$ cat src/rtl/rst_seq_synch.sv
// Reset synchroniser and sequencer: all outputs assert together, then release one by one.
// A pin reset clears everything asynchronously; a software request re-runs the sequence from RUN.
module rst_seq_synch #(
  parameter int SYNC_STAGES    = 2,
  parameter int STRETCH_CYCLES = 16,
  parameter int NUM_OUT        = 3,
  parameter int RELEASE_GAP    = 4
) (
  input  logic               clk,
  input  logic               RST_n,
  input  logic               sw_rst_req,
  output logic [NUM_OUT-1:0] rst_n,
  output logic               rst_done,
  output logic [1:0]         rst_cause
);

  localparam int CNT_W = $clog2(STRETCH_CYCLES + 1);
  localparam int GAP_W = $clog2(RELEASE_GAP + 1);
  localparam int IDX_W = $clog2(NUM_OUT + 1);
  localparam logic [1:0] CAUSE_PIN = 2'b01;
  localparam logic [1:0] CAUSE_SW  = 2'b10;

  typedef enum logic [1:0] {STRETCH, RELEASE, RUN} state_t;

  state_t             state_q;
  logic [SYNC_STAGES-1:0] sync_q;
  logic [CNT_W-1:0]   cnt_q, cnt_d;
  logic [GAP_W-1:0]   gap_q, gap_d;
  logic [IDX_W-1:0]   idx_q;
  logic [NUM_OUT-1:0] rst_n_q;
  logic               rst_done_q;
  logic [1:0]         cause_q;
  logic               req_prev_q;
  logic               sync_ok;
  logic               sw_trig;

  // Release of the pin is synchronised; assertion bypasses the chain via the async clear.
  always_ff @(negedge clk or negedge RST_n) begin
    if (!RST_n) begin
      sync_q <= '0;
    end else begin
      sync_q <= {sync_q[SYNC_STAGES-2:0], 1'b1};
    end
  end

  assign sync_ok = sync_q[SYNC_STAGES-1];
  assign sw_trig = sw_rst_req & ~req_prev_q;

  always_comb begin
    cnt_d = (cnt_q == CNT_W'(STRETCH_CYCLES)) ? cnt_q : cnt_q + 1'b1;
    gap_d = (gap_q == GAP_W'(RELEASE_GAP)) ? gap_q : gap_q + 1'b1;
  end

  always_ff @(negedge clk or negedge RST_n) begin
    if (!RST_n) begin
      state_q    <= STRETCH;
      cnt_q      <= '0;
      gap_q      <= '0;
      idx_q      <= '0;
      rst_n_q    <= '0;
      rst_done_q <= 1'b0;
      cause_q    <= CAUSE_PIN;
      req_prev_q <= 1'b1;
    end else begin
      req_prev_q <= sw_rst_req;
      unique case (state_q)
        STRETCH: begin
          if (sync_ok) begin
            cnt_q <= cnt_d;
            if (cnt_d == CNT_W'(STRETCH_CYCLES)) begin
              rst_n_q[0] <= 1'b1;
              gap_q      <= '0;
              idx_q      <= IDX_W'(1);
              state_q    <= (NUM_OUT == 1) ? RUN : RELEASE;
            end
          end
        end
        RELEASE: begin
          gap_q <= gap_d;
          if (gap_d == GAP_W'(RELEASE_GAP)) begin
            for (int k = 0; k < NUM_OUT; k++) begin
              if (idx_q == IDX_W'(k)) begin
                rst_n_q[k] <= 1'b1;
              end
            end
            gap_q <= '0;
            idx_q <= idx_q + 1'b1;
            if (idx_q == IDX_W'(NUM_OUT - 1)) begin
              state_q <= RUN;
            end
          end
        end
        RUN: begin
          rst_done_q <= 1'b1;
          // Only a fresh 0->1 request restarts the sequence; sync_ok is already high here.
          if (sw_trig) begin
            rst_n_q    <= '0;
            rst_done_q <= 1'b0;
            cause_q    <= CAUSE_SW;
            cnt_q      <= '0;
            state_q    <= STRETCH;
          end
        end
        default: begin
          state_q <= STRETCH;
        end
      endcase
    end
  end

  assign rst_n     = rst_n_q;
  assign rst_done  = rst_done_q;
  assign rst_cause = cause_q;

endmodule

$ cat config.mk
export PLATFORM = sky130hd
export DESIGN_NAME = rst_seq_synch
export DESIGN_NICKNAME = d
export VERILOG_FILES = /design/src/rtl/rst_seq_synch.sv
export SDC_FILE = /design/constraint.sdc
export NUM_CORES = 1
export LEC_CHECK = 0
export CAP_MARGIN = 20
export CORE_AREA = 2 2 49 51
export DETAILED_ROUTE_END_ITERATION = 8
export DIE_AREA = 0 0 51 53
export MAX_ROUTING_LAYER = met4
export PLACE_DENSITY_LB_ADDON = 0.15
export SYNTH_ARGS = -nofsm -noshare
export SYNTH_HDL_FRONTEND = slang
export SYNTH_SLANG_ARGS = --single-unit
$ cat constraint.sdc
create_clock -name clk -period 2.3 [get_ports clk]
set_clock_uncertainty 0.2 [all_clocks]
set_input_delay 0.345 -clock clk [delete_from_list [all_inputs] [get_ports clk]]
set_output_delay 0.345 -clock clk [all_outputs]
set_load 0.05 [all_outputs]
# [Yosys cells after proc, flatten, opt, wreduce, memory -nomap -nowiden]
# Cells that the tools add are included.
[op_classes] addsub=3 n_eq_ne=15 mux=27 bitwise_logic=2 reduce_logical=14
[ops] cell="$mux W3" count=6
[ops] cell="$mux W5" count=3
[ops] cell="$ne A2 B2 Y1 const B" count=7
[ops] cell="$mux W2" count=6
[ops] cell="$reduce_and A4 Y1" count=3
[ops] cell="$eq A5 B5 Y1 const B" count=2
[ops] cell="$pmux W5 S2" count=1
[ops] cell="$pmux W2 S2" count=2
[ops] cell="$eq A3 B3 Y1 const B" count=2
[ops] cell="$mux W1" count=6
[ops] cell="$pmux W2 S3" count=1
[ops] cell="$pmux W3 S2" count=1
[ops] cell="$reduce_and A3 Y1" count=2
[ops] cell="$reduce_and A6 Y1" count=1
[ops] cell="$reduce_bool A2 Y1" count=3
[ops] cell="$add A5 B1 Y5 const B" count=1
[ops] cell="$reduce_and A5 Y1" count=1
[ops] cell="$eq A2 B1 Y1 const B" count=2
[ops] cell="$eq A2 B2 Y1 const B" count=2
[ops] cell="$logic_not A2 Y1" count=2
[ops] cell="$add A3 B1 Y3 const B" count=1
[ops] cell="$pmux W1 S3" count=1
[ops] cell="$reduce_bool A3 Y1" count=1
[ops] cell="$add A2 B1 Y2 const B" count=1
[ops] cell="other kinds (3)" count=3
[word_totals] register_bits=21 input_bits=3

# [Logic depth before layout (Yosys ltp)]
# Gate-level depths: netlist (run 1).
[logic_depth] word_depth=6 ltp_mapped=7

==> summary.txt, run 1 <==
outcome = finished with violations
failing checks = setup timing
largest net degree at the start of global routing = 13
total clock sinks = 21
synthesis-stage register bit count = 21
TritonCTS clock tree = done
commonest cells after routing, fill and taps aside = dfrtn_1, buf_4, inv_1, nor2_1, buf_12
Hold Crit Class = flip-flop to flip-flop
H-tree depth = 1
setup_tns = -2.108 ns
hold buffers post-CTS = 0
antenna viol nets, final = 0
max_cap viols = 0
P_sw = 0.6274 mW
sequential share of the synthesized area = 45.72%
Num CTS Buffers = 3
Worst Slack Setup Final = -0.4571 ns
commonest non-fill, non-tap cell in the layout = dfrtn_1
Syn Nets = 130
synth-to-layout area growth = 34.24%
crit-path max FO = 2
crit path DAT = 2.21 ns
final net count = 157
Root Buffer = clkbuf_4
Die Span Y = 53 um
CTS clock-pin slew for the worst setup and hold paths = 0.08 ns
antenna violations before repair = 0
DRT iter0 DRCs = 18
Worst Path Buf+Inv = 1
Fill cells = 157
routed vias/inst = 5.724
sequential share of power = 36.8%
post-DP HPWL = 1.851 mm
Synth Warn # = 0
RSZ-0062 raised after global routing = yes
final hold slack = 0.09718 ns
ys flop type = dfrtn_1
worst endpoint required time = 1.75 ns
LEAKAGE = 0.6766 nW
Clock Power Share = 19.9%
CP Launch Type = flip-flop
Mapped Area = 0.001155 mm^2
CP delay by family, top = flip-flops
first-pass GRT wire length = 4.367 mm
# diodes = 0
Internal = 0.9664 mW
total wire length = 2.559 mm
WS Path Type = flip-flop to output port
synth unique cells = 39
Post-Syn Instances = 120
Mean Syn Cell Area = 9.624 um^2
Post-synth ARST share = 100.0%
Fin. Hold Viols = 0
final slew viol count = 0
EDFF count, synth = 0
total power = 1.594 mW
DR pass1 iterations = 4
Rows = 17
clock insertion delay at the later pin of the skew report = 0.38 ns
Finish-stage setup viols = 6
Logic pwr share = 43.3%
io pins = 9
Total GRT Usage = 23.03%
CTS max path bufs = 2
critical-path cell list = buf_12
IO buf count = 8
critical path's slowest cell = dfstp_2
vias in the first global route = 1005
Multi-input gate area = 613.1 um^2
Critical Path End Type = output port
residual DRC count = 0
core area = 0.002148 mm^2
fraction of layout cells with a size suffix above 1 = 29.45%
Initial Util = 53.76%
PD cells = 1028 mW/mm^2
via count = 996
Die Wd = 51 um
sw frac = 39.36%
Peak supply drop = 574.5 uV
Die Area = 0.002703 mm^2
Avg WL per Cell = 14.71 um
FF+latch area = 528.0 um^2
GRT Residual Overflow = 0
GP Congestion = 0.7963
largest stage delay on the critical path = 0.55 ns
## logic make-up (layout without fill, tap and decap cells)
group	count (synthesis)	count (layout)	synth area share, %
AO/OA/AOI/OAI	33	33	19.83
AND/OR/NAND/NOR	40	40	18.20
other	1	1	0.3247
adder cells (fa/ha/maj)	7	7	7.584
flip-flops	21	21	45.72
buffers and inverters	13	39	4.333
XOR/XNOR	3	3	2.276
multiplexers	2	2	1.734
## final cells by class
type                    instances  share of cell area [%]
well taps                      28                   2.260
repair buffers                 23                   17.84
flip-flops and latches         21                   34.06
clock buffers                   3                   1.453
multi-input cells              86                   39.55
inverters                      10                   2.421
clock inverters                 3                   2.421
## Yosys cell counts (2+ instances only)
library cell | instances | area [um^2]
ha_1 | 7 | 87.58
xnor2_1 | 2 | 17.52
o22ai_1 | 2 | 12.51
a31oi_1 | 4 | 25.02
inv_1 | 11 | 41.29
a21oi_1 | 10 | 50.05
nor2_1 | 12 | 45.04
nand3_1 | 6 | 30.03
dfstp_2 | 2 | 52.55
nand3b_1 | 2 | 15.01
mux2i_1 | 2 | 20.02
nor3b_1 | 2 | 15.01
and3_1 | 2 | 12.51
o21ai_0 | 6 | 30.03
o31ai_1 | 2 | 15.01
dfrtn_1 | 19 | 475.5
and2_0 | 2 | 12.51
nand2_1 | 6 | 22.52
## registers in the layout, indices dropped and copies added, names as in the netlist
register / flops
state_q: 2
sync_q: 2
rst_done: 1
gap_q: 3
rst_n: 3
req_prev_q: 1
idx_q: 2
rst_cause: 2
cnt_q: 5
## power groups by stage
stage | logic, mW | clock network (mW) | registers (mW)
floorplan | 0.401 | 0.00817 | 0.596
global placement | 0.612 | 0.00817 | 0.574
detailed placement | 0.637 | 0.00817 | 0.587
CTS | 0.649 | 0.319 | 0.581
global route | 0.752 | 0.332 | 0.600
finish | 0.690 | 0.318 | 0.586
## worst paths after layout
kind | end | slack [ns] | start | cells after the start
worst max-delay path | rst_cause[0] | -0.46 | rst_cause[0] | 1
worst min-delay path | sync_q[1] | 0.1 | sync_q[0] | 0
worst max register to register | gap_q[1] | 0.09 | cnt_q[0] | 8
worst min register to register | sync_q[1] | 0.1 | sync_q[0] | 0
max in group asynchronous | sync_q[0] | 0.44 | RST_n | 3
min in group asynchronous | idx_q[0] | 1.18 | RST_n | 2
## metrics by stage
stage / instances / area, um^2 / util (%) / setup slack [ns]
floorplan: 120 / 1170 / - / -0.1272
finish: 174 / 1550 / 72.16 / -0.4571
global placement: 163 / 1429 / 66.51 / -0.6265
global route: 174 / 1550 / 72.16 / -0.4879
CTS: 171 / 1514 / 70.47 / -0.4637
detailed placement: 163 / 1429 / 66.51 / -0.6911
## routing by layer
metal	GRT usage [%]	up-vias	routed length [um]
met1	27.77	481	1152
met5	-	-	0
met4	11.71	0	79
met3	3.672	10	99
li1	-	479	-
met2	37.66	26	1228
## what timing repair did
item                       in CTS  in global routing
pin swaps                       5                  4
setup endpoints to repair      18                  8
setup buffers                   3                  3
resized for setup               7                  6
(Power assumes the default switching activity.)
==> run 2, diff against run 1 <==
--- a/config.mk
+++ b/config.mk
@@ -5,10 +5,11 @@
 export SDC_FILE = /design/constraint.sdc
 export NUM_CORES = 1
 export LEC_CHECK = 0
+export ABC_CLOCK_PERIOD_IN_PS = 2300
 export CAP_MARGIN = 20
-export CORE_AREA = 2 2 49 51
+export CORE_AREA = 5 5 52 54
 export DETAILED_ROUTE_END_ITERATION = 8
-export DIE_AREA = 0 0 51 53
+export DIE_AREA = 0 0 57 59
 export MAX_ROUTING_LAYER = met4
 export PLACE_DENSITY_LB_ADDON = 0.15
 export SYNTH_ARGS = -nofsm -noshare
==> run 2 against run 1 <==
  * The flow still finishes with violations (setup timing)
  * Combinational power decreased by 2%
  * Setup slack improved by 0.0073 ns
  * Critical path depth unchanged
  * Flip-flop and latch count unchanged
  * Clock power decreased by 2%
  * Non-clock buffer count decreased by 2
  * Hold slack improved by 0.0067 ns
  * Cell count decreased by 1.1%
  * Largest power group unchanged
==> summary.txt, run 2 (synthesis results as in run 1) <==
antenna violations before repair = 0 (unchanged)
hold buffers post-CTS = 0 (unchanged)
FF-to-FF End = idx_q[1]
Num CTS Buffers = 3 (unchanged)
io pins = 9 (unchanged)
clock insertion delay at the later pin of the skew report = 0.37 ns (about the same)
Worst Path Buf+Inv = 1 (unchanged)
Biggest register = cnt_q
Worst path depth = 1 (unchanged)
IO buf count = 8 (unchanged)
Root Buffer = clkbuf_4
via count = 955 (-4.1%)
crit-path max FO = 2 (unchanged)
Reg-to-Reg Start = cnt_q[0]
failing checks = setup timing
Fill cells = 163 (+3.8%)
Finish-stage setup viols = 6 (unchanged)
WS Path Type = flip-flop to output port
Internal = 0.9497 mW (-1.7%)
met3 WL = 75 um (-24%)
internal reg-to-reg setup slack = 0.11 ns (+0.02 ns)
Fin. Hold Viols = 0 (unchanged)
PD cells = 1020 mW/mm^2 (-0.83%)
total clock sinks = 21 (unchanged)
pre-CTS setup slack = -0.6582 ns (+0.03291 ns)
final core utilization = 70.24% (-1.9 points)
vias in the first global route = 992 (-1.3%)
largest stage delay on the critical path = 0.54 ns (about the same)
max_cap viols = 0 (unchanged)
first-pass GRT wire length = 4.547 mm (+4.1%)
met2 wire len = 1.277 mm (+4.0%)
Die Wd = 57 um (+12%)
CP delay by family, top = flip-flops
Avg WL per Cell = 14.93 um (+1.5%)
residual DRC count = 0 (unchanged)
GP Congestion = 0.8189 (+2.8%)
final net count = 155 (-1.3%)
TritonCTS clock tree = done
Worst Slack Setup Final = -0.4498 ns (+0.007308 ns)
Hold Crit Class = flip-flop to flip-flop
antenna viol nets, final = 0 (unchanged)
core area = 0.002170 mm^2 (+0.99%)
routed vias/inst = 5.552 (-3.0%)
sequential share of power = 36.3% (-0.5 points)
LEAKAGE = 0.6722 nW (-0.65%)
critical-path cell list = buf_12
GRT Residual Overflow = 0 (unchanged)
uppermost routed layer = met4
CP Capture Point = rst_cause[0]
worst endpoint required time = 1.75 ns (about the same)
DRT iter0 DRCs = 10 (-8)
met1 wire length = 1.185 mm (+2.9%)
Die Span Y = 59 um (+11%)
sw frac = 38.88% (-0.49 points)
RSZ-0062 raised after global routing = yes
DR pass1 iterations = 4 (unchanged)
commonest cells after routing, fill and taps aside = dfrtn_1, inv_1, nor2_1, buf_4, a21oi_1
critical path's slowest cell = dfstp_2
Total GRT Usage = 17.68% (-5.4 points)
R2R cell count = 7 (-1)
max FFs per register = 5 (unchanged)
Multi-input gate area = 601.8 um^2 (-1.8%)
Die Area = 0.003363 mm^2 (+24%)
H-tree depth = 1 (unchanged)
Clock Power Share = 20.1% (+0.2 points)
fraction of layout cells with a size suffix above 1 = 24.31% (-5.1 points)
CTS clock-pin slew for the worst setup and hold paths = 0.08 ns (about the same)
final slew viol count = 0 (unchanged)
commonest non-fill, non-tap cell in the layout = dfrtn_1
synth-to-layout area growth = 31.96%
total wire length = 2.568 mm (+0.35%)
Initial Util = 53.23% (-0.53 points)
Critical Path End Type = output port
outcome = finished with violations
FF+latch area = 528.0 um^2 (unchanged)
# diodes = 0 (unchanged)
Peak supply drop = 625.6 uV (+8.9%)
P_sw = 0.6041 mW (-3.7%)
CTS max path bufs = 2 (unchanged)
Rows = 17 (unchanged)
CP Launch Point = rst_cause[0]
largest net degree at the start of global routing = 13 (unchanged)
Logic pwr share = 43.5% (+0.2 points)
crit path DAT = 2.20 ns (about the same)
CP Launch Type = flip-flop
post-DP HPWL = 1.897 mm (+2.5%)
==> run 2: metal layers <==
metal / track usage [%] / up-vias
met5: - / -
li1: - / 471
met2: 29.53 / 13
met1: 22.05 / 466
met3: 3.486 / 5
met4: 4.636 / 0
==> run 2: cell type report <==
| type | count | area share [%] |
|---|---|---|
| clock inverter | 3 | 2.463 |
| multi-input combinational | 86 | 39.49 |
| timing repair buffer | 21 | 17.16 |
| tap | 28 | 2.299 |
| inverter | 10 | 2.463 |
| clock buffer | 3 | 1.478 |
| sequential | 21 | 34.65 |
==> run 2: what timing repair did <==
action | CTS | global route
cloned | 0 | 0
setup endpoints to repair | 18 | 9
resized for setup | 7 | 1
setup buffers | 1 | 1
pin swaps | 4 | 5
==> run 2: worst min path at each step <==
stage	start	to	slack, ns	cells past startpoint
6_report	sync_q[0]	sync_q[1]	0.10	0
5_1_grt	sync_q[0]	sync_q[1]	0.12	0
4_1_cts	sync_q[0]	sync_q[1]	0.10	0
3_5_place_dp	sync_q[0]	sync_q[1]	0.10	0
3_3_place_gp	sync_q[0]	sync_q[1]	0.1	0
2_1_floorplan	sync_q[0]	sync_q[1]	0.09	0
==> run 2: metrics by stage <==
step	area [um^2]	power [mW]	hold slack [ns]	cells	TNS [ns]
2_1_floorplan	1170	1.005	0.09175	120	-0.8443
6_report	1524	1.554	0.1039	172	-2.082
3_5_place_dp	1444	1.232	0.1014	165	-6.909
5_1_grt	1524	1.659	0.1184	172	-2.310
3_3_place_gp	1444	1.204	0.09692	165	-6.394
4_1_cts	1513	1.537	0.1033	171	-2.095
==> run 2: power groups by stage <==
stage	Sequential, mW	Clock [mW]	Combinational (mW)
floorplan	0.596	0.00817	0.401
global placement	0.562	0.00817	0.633
detailed placement	0.570	0.00817	0.654
CTS	0.564	0.314	0.659
global route	0.579	0.334	0.746
finish	0.565	0.313	0.676
